## src/rtl/alu_op_sequencer.sv

```systemverilog
// alu_op_sequencer: accepts one command at a time and walks it through one shared combinational ALU.
// Native ops take one pass. SUB takes two ADD passes. MUL is a shift-add loop that keeps the low 32 bits.
module alu_op_sequencer #(
    parameter int unsigned WIDTH  = 32,
    parameter bit          MUL_EN = 1'b1
) (
    input  logic             clk,
    input  logic             rst,
    input  logic             cmd_valid,
    output logic             cmd_ready,
    input  logic [3:0]       cmd_op,
    input  logic [WIDTH-1:0] cmd_a,
    input  logic [WIDTH-1:0] cmd_b,
    output logic             rsp_valid,
    input  logic             rsp_ready,
    output logic [WIDTH-1:0] rsp_result,
    output logic [2:0]       rsp_flags,
    output logic             rsp_err,
    output logic [WIDTH-1:0] alu_a,
    output logic [WIDTH-1:0] alu_b,
    output logic [4:0]       alu_ctrl,
    input  logic [WIDTH-1:0] alu_result,
    input  logic [2:0]       alu_flags
);
    localparam int unsigned STATE_W = 3;
    localparam int unsigned OP_W    = 4;
    localparam int unsigned CTRL_W  = 5;

    localparam logic [OP_W-1:0] OP_ADD  = OP_W'(0);
    localparam logic [OP_W-1:0] OP_SUB  = OP_W'(1);
    localparam logic [OP_W-1:0] OP_AND  = OP_W'(2);
    localparam logic [OP_W-1:0] OP_XOR  = OP_W'(3);
    localparam logic [OP_W-1:0] OP_SLL  = OP_W'(4);
    localparam logic [OP_W-1:0] OP_SRL  = OP_W'(5);
    localparam logic [OP_W-1:0] OP_SRA  = OP_W'(6);
    localparam logic [OP_W-1:0] OP_DIFF = OP_W'(7);
    localparam logic [OP_W-1:0] OP_MUL  = OP_W'(8);

    localparam logic [CTRL_W-1:0] CTRL_ADD      = 5'b00000;
    localparam logic [CTRL_W-1:0] CTRL_AND      = 5'b00001;
    localparam logic [CTRL_W-1:0] CTRL_XOR      = 5'b00010;
    localparam logic [CTRL_W-1:0] CTRL_SLL      = 5'b00011;
    localparam logic [CTRL_W-1:0] CTRL_SRL      = 5'b00111;
    localparam logic [CTRL_W-1:0] CTRL_SRA      = 5'b01111;
    localparam logic [CTRL_W-1:0] CTRL_DIFF     = 5'b10000;
    localparam logic [CTRL_W-1:0] CTRL_ADD_NOTB = 5'b01000;
    localparam logic [CTRL_W-1:0] CTRL_INC_B    = 5'b00100;

    typedef enum logic [STATE_W-1:0] {
        S_IDLE, S_EXEC, S_SUB2, S_MUL_ADD, S_MUL_SHIFT, S_DONE
    } state_t;

    state_t             r_state, w_next;
    logic [OP_W-1:0]    r_op, w_op_n;
    logic [WIDTH-1:0]   r_opa, w_opa_n;   // also the multiplicand during MUL
    logic [WIDTH-1:0]   r_opb, w_opb_n;   // also the multiplier during MUL
    logic [WIDTH-1:0]   r_acc, w_acc_n;   // MUL accumulator, or A+~B between the two SUB passes
    logic               r_c1, w_c1_n;
    logic [WIDTH-1:0]   r_result;
    logic [2:0]         r_flags;
    logic               r_err;
    logic               r_cmd_ready;
    logic               r_rsp_valid;
    logic               w_legal;
    logic               w_fin;
    logic [WIDTH-1:0]   w_fin_res;
    logic               w_fin_carry;
    logic               w_fin_err;
    logic               w_unused_flags;

    // Zero and sign are rebuilt from the final result, so the ALU's copies are not used.
    assign w_unused_flags = &{1'b0, alu_flags[1:0]};

    assign w_legal = (cmd_op <= OP_DIFF) || (MUL_EN && (cmd_op == OP_MUL));

    function automatic logic [CTRL_W-1:0] f_single_ctrl(input logic [OP_W-1:0] op);
        case (op)
            OP_AND:  return CTRL_AND;
            OP_XOR:  return CTRL_XOR;
            OP_SLL:  return CTRL_SLL;
            OP_SRL:  return CTRL_SRL;
            OP_SRA:  return CTRL_SRA;
            OP_DIFF: return CTRL_DIFF;
            default: return CTRL_ADD;
        endcase
    endfunction

    always_ff @(posedge clk) begin
        if (rst) r_state <= S_IDLE;
        else     r_state <= w_next;
    end

    // Next state, ALU drive and datapath updates.
    always_comb begin
        w_next      = r_state;
        w_op_n      = r_op;
        w_opa_n     = r_opa;
        w_opb_n     = r_opb;
        w_acc_n     = r_acc;
        w_c1_n      = r_c1;
        w_fin       = 1'b0;
        w_fin_res   = '0;
        w_fin_carry = 1'b0;
        w_fin_err   = 1'b0;
        alu_a       = '0;
        alu_b       = '0;
        alu_ctrl    = CTRL_ADD;
        case (r_state)
            S_IDLE: begin
                if (cmd_valid) begin
                    w_op_n  = cmd_op;
                    w_opa_n = cmd_a;
                    w_opb_n = cmd_b;
                    w_acc_n = '0;
                    w_c1_n  = 1'b0;
                    if (!w_legal) begin
                        w_next    = S_DONE;
                        w_fin     = 1'b1;
                        w_fin_err = 1'b1;
                    end else if (cmd_op == OP_MUL) begin
                        if (cmd_b == '0) begin
                            w_next = S_DONE;
                            w_fin  = 1'b1;
                        end else if (cmd_b[0]) begin
                            w_next = S_MUL_ADD;
                        end else begin
                            w_next = S_MUL_SHIFT;
                        end
                    end else begin
                        w_next = S_EXEC;
                    end
                end
            end
            S_EXEC: begin
                alu_a = r_opa;
                alu_b = r_opb;
                if (r_op == OP_SUB) begin
                    alu_ctrl = CTRL_ADD_NOTB;
                    w_acc_n  = alu_result;
                    w_c1_n   = alu_flags[2];
                    w_next   = S_SUB2;
                end else begin
                    alu_ctrl    = f_single_ctrl(r_op);
                    w_fin       = 1'b1;
                    w_fin_res   = alu_result;
                    w_fin_carry = alu_flags[2];
                    w_next      = S_DONE;
                end
            end
            S_SUB2: begin
                // Either carry set means A >= B unsigned.
                alu_b       = r_acc;
                alu_ctrl    = CTRL_INC_B;
                w_fin       = 1'b1;
                w_fin_res   = alu_result;
                w_fin_carry = r_c1 | alu_flags[2];
                w_next      = S_DONE;
            end
            S_MUL_ADD: begin
                alu_a    = r_acc;
                alu_b    = r_opa;
                alu_ctrl = CTRL_ADD;
                w_acc_n  = alu_result;
                if (r_opb[WIDTH-1:1] == '0) begin
                    w_fin     = 1'b1;
                    w_fin_res = alu_result;
                    w_next    = S_DONE;
                end else begin
                    w_next = S_MUL_SHIFT;
                end
            end
            S_MUL_SHIFT: begin
                alu_a    = r_opa;
                alu_b    = WIDTH'(1);
                alu_ctrl = CTRL_SLL;
                w_opa_n  = alu_result;
                w_opb_n  = r_opb >> 1;
                w_next   = r_opb[1] ? S_MUL_ADD : S_MUL_SHIFT;
            end
            S_DONE: begin
                if (rsp_ready) w_next = S_IDLE;
            end
            default: w_next = S_IDLE;
        endcase
    end

    // Operand/response registers; handshake outputs follow the next state.
    always_ff @(posedge clk) begin
        if (rst) begin
            r_op        <= '0;
            r_opa       <= '0;
            r_opb       <= '0;
            r_acc       <= '0;
            r_c1        <= 1'b0;
            r_result    <= '0;
            r_flags     <= '0;
            r_err       <= 1'b0;
            r_cmd_ready <= 1'b1;
            r_rsp_valid <= 1'b0;
        end else begin
            r_op  <= w_op_n;
            r_opa <= w_opa_n;
            r_opb <= w_opb_n;
            r_acc <= w_acc_n;
            r_c1  <= w_c1_n;
            if (w_fin) begin
                r_result <= w_fin_res;
                r_flags  <= {w_fin_carry, (w_fin_res == '0), w_fin_res[WIDTH-1]};
                r_err    <= w_fin_err;
            end
            r_cmd_ready <= (w_next == S_IDLE);
            r_rsp_valid <= (w_next == S_DONE);
        end
    end

    assign cmd_ready  = r_cmd_ready;
    assign rsp_valid  = r_rsp_valid;
    assign rsp_result = r_result;
    assign rsp_flags  = r_flags;
    assign rsp_err    = r_err;

endmodule

```

## config.mk

```make
export PLATFORM = sky130hd
export DESIGN_NAME = alu_op_sequencer
export DESIGN_NICKNAME = d
export VERILOG_FILES = /design/src/rtl/alu_op_sequencer.sv
export SDC_FILE = /design/constraint.sdc
export NUM_CORES = 1
export LEC_CHECK = 0
export CAP_MARGIN = 20
export CELL_PAD_IN_SITES_DETAIL_PLACEMENT = 1
export CELL_PAD_IN_SITES_GLOBAL_PLACEMENT = 1
export CORE_MARGIN = 2
export CORE_UTILIZATION = 37
export CTS_CLUSTER_SIZE = 28
export DETAILED_ROUTE_END_ITERATION = 6
export GPL_TIMING_DRIVEN = 0
export MAX_ROUTING_LAYER = met4
export PLACE_DENSITY = 0.89
export SLEW_MARGIN = 20
export SYNTH_ARGS = -nofsm -noshare
export SYNTH_HDL_FRONTEND = slang
export SYNTH_SLANG_ARGS = --single-unit
export TNS_END_PERCENT = 5
```

## constraint.sdc

```tcl
create_clock -name clk -period 4.05 [get_ports clk]
set_clock_uncertainty 0.1 [all_clocks]
set_input_delay 0.81 -clock clk [delete_from_list [all_inputs] [get_ports clk]]
set_output_delay 0.81 -clock clk [all_outputs]
set_load 0.1 [all_outputs]
```

==> flow_summary_export.csv <==
group,metric,value,unit
status,outcome,"complete, but fails checks",
status,violations,"setup timing",
hold_path,hold_class,"flip-flop to flip-flop",
die,num_io_pins,214,
die,die_w,148,um
die,initial_core_util,37.8,%
synthesis,syn_avg_cell_area,7.62,um^2
clock_network,insertion_delay,0.44,ns
power_and_ir_drop,switching_share,52.7,%
synthesis,yosysSeqAreaShare,36.8,%
drt,drc,0,
global_route,grt_pass1_wl,53.3,mm
clock_network,cts_max_path_buffers,2,
clock_network,root_buffer,"clkbuf_16",
synthesis,yosys_warnings,0,
timing,tns,-0.452,ns
global_route,grt_max_degree,17,
timing,finalWorstSetupSlack,-0.0816,ns
drt,drt_iter0_markers,783,
synthesis,async_flop_share,0,%
placed_design,pre_cts_slack,-0.0394,ns
timing,fin_hold_ws,0.382,ns
global_route,grt.overflow.total,0,
power_and_ir_drop,p_leak,4.01,nW
synthesis,synth_area,0.00767,mm^2
final_layout,antennaDiodeCount,0,
clock_network,cts_max_level,4,
die,rows,52,
placed_design,place.gp.congestion,0.937,
setup_path,crit_required,3.14,ns
setup_path,start_kind,"flip-flop",
drt,wirelength,35.2,mm
setup_path,crit_path_max_fanout,10,
synthesis,yosysTopAreaCell,"dfxtp_1",
power_and_ir_drop,intPower,3.73,mW
synthesis,yosysTopAreaCellShare,36.8,%
power_and_ir_drop,power_switching,4.15,mW
final_layout,fin_nets,1343,
synthesis,synth_cell_type_count,53,
setup_path,cp_data_arrival_time,3.22,ns
synthesis,synth_edf_count,0,
timing,max_clock_freq,242,MHz
final_layout,postLayoutCoreUtil,51.8,%
timing,setup_viol,13,
clock_network,clkSinkCount,141,
power_and_ir_drop,combPwrFrac,53.0,%
synthesis,synth_area_leaders,"dfxtp_1 (37%), nand2_1 (10%), nor2_1 (8.4%)",
drt,vias,9099,
timing,slew_viol_final,0,
timing,hold_viol,0,
clock_network,post_cts_buffers,0,
final_layout,syn_to_final_growth,37.1,%
timing,maxSlewHeadroom,32.8,%
final_layout,drive_gt1_share,12.4,%
timing,rsz0062_at_grt,"true",
power_and_ir_drop,seqPwrFrac,26.1,%
synthesis,ys_seq_elements,141,
timing,worst_pin_slew,1.01,ns
drt,wl_per_cell,23.2,um
setup_path,worstSetupPathType,"flip-flop to output pin",
global_route,antenna_found_initial,0,
clock_network,cts_tree,"yes",
die,dieArea,0.0219,mm^2
synthesis,syn_inst,1007,
setup_path,cp-end-kind,"output pin",
drt,dr.pass1.iters,5,
final_layout,fillerInstances,2491,
drt,vias_per_cell,5.99,
power_and_ir_drop,clkPwrFrac,20.9,%
die,coreArea,0.0203,mm^2
power_and_ir_drop,p_per_area,749,mW/mm^2
power_and_ir_drop,vdd_drop_max,0.000393,V
die,die_y,148,um
placed_design,hpwl,26.2,mm
run,drv_cap,0,
synthesis,synth_flop_cell,"dfxtp_1",
clock_network,cts_buffers,17,
drt,detail-route-antenna-nets,0,
global_route,first_global_vias,9332,
clock_network,clkTransAtPathRegs,0.06,ns
synthesis,syn_nets,1114,
global_route,track_usage,32.6,%
timing,fin_crit_sh,102,%
placed_design,io_buffers,210,
timing,finalCriticalPeriod,4.13,ns
[path summary, 6_finish.rpt]
kind,from,to,slack (ns),depth (start not counted)
setup / recovery,r_state[1]$_SDFF_PP0_,alu_b[14],-0.08,7
setup reg to reg,r_opb[1]$_SDFFE_PP0P_,rsp_result[10]$_SDFFE_PP0P_,1.29,6
hold / removal,rsp_err$_SDFFE_PP0P_,rsp_err$_SDFFE_PP0P_,0.38,2
hold reg to reg,rsp_err$_SDFFE_PP0P_,rsp_err$_SDFFE_PP0P_,0.38,2
[metal layers]
layer	part of all wire, %	vias up	track usage, %	wire [um]
li1	-	4076	-	-
met1	40	4426	40.1	14100
met2	47	488	51.4	16600
met3	8.4	109	6.17	2970
met4	4.2	0	15.7	1490
met5	0	-	-	0
[critical path: stages, from the launching register on]
cell and delay (ns):
dfxtp_1 0.31, buf_2 0.23, buf_1 0.45, buf_2 0.42
mux2_2 0.22, a22oi_1 0.06, nor2_1 0.20, dlygate4sd2_1 0.89
[metrics by stage]
stage                     area (um^2)  instances  total power, mW
after CTS                       10700       1519             7.85
after global routing            10500       1519             8.17
after floorplan                  7670       1007             4.98
after global placement          10100       1487             6.16
final                           10500       1519             7.88
after detailed placement        10100       1487             6.26
[cell families after synthesis]
kind of cell           after synthesis  share of synthesized area, %
AO/OA/AOI/OAI                      257                          23.9
XOR/XNOR                             2                         0.228
buffers and inverters              108                          6.46
flip-flops                         141                          36.8
multiplexers                        34                          4.96
AND/OR/NAND/NOR                    465                          27.7
[power groups by stage]
stage	registers [mW]	logic (mW)	clock network, mW
5_1_grt	2.08	4.38	1.71
6_report	2.06	4.18	1.65
3_5_place_dp	2.05	4.21	0
2_1_floorplan	2.35	2.63	0
4_1_cts	2.03	4.18	1.64
3_3_place_gp	2.04	4.13	0
[what timing repair did]
item / CTS / global route
hold buffers: 0 / 0
endpoints found under the setup margin: 66 / 63
resized for setup: 132 / 76
[final cells by class]
| cell class | count | area, um^2 | share of cell area (%) |
|---|---|---|---|
| sequential | 141 | 2820 | 26.8 |
| inverter | 3 | 11.3 | 0.107 |
| tap | 270 | 338 | 3.21 |
| multi-input combinational | 758 | 4360 | 41.4 |
| clock buffer | 18 | 439 | 4.18 |
| timing repair buffer | 210 | 1900 | 18.0 |
| clock inverter | 14 | 169 | 1.61 |
| buffer | 105 | 484 | 4.60 |
[cell usage in the layout (no fill, tap or decap), drive strengths merged, types with 2 or more instances in the layout]
master and count:
nand2 205, dlygate4sd2 24, or3 2, nor4 23
nor3 3, nor4b 3, mux2 32, a31oi 2
a22oi 32, o211ai 15, nand4 4, clkbuf 85
o21a 2, inv 4, nor2b 4, a311oi 65
clkinv 5, or4b 2, nand2b 3, clkinvlp 5
buf 74, a21o 3, and4 2, mux2i 2
clkdlybuf4s15 6, dfxtp 141, nand3 5, nor2 172
bufinv 3, o21ai 26, nand4b 33, clkdlybuf4s50 143
a22o 32, a21oi 73
[flip-flops by register name (all words and copies together) (netlist names), 3 cells and up]
register,flops
r_op,4
r_state,3
rsp_result,31
r_opa,32
r_acc,32
rsp_flags,3
r_opb,32
[synthesized netlist by cell type (all sizes together), types with 4 or more instances]
library cell  count
nand2           205
nor2            172
dfxtp           141
a21oi            73
a311oi           65
clkbuf           61
buf              44
nand4b           33
a22o             32
a22oi            32
mux2             32
o21ai            26
nor4             23
o211ai           15
nand3             5
nand4             4
nor2b             4
Power figures use the tool's default switching activity.
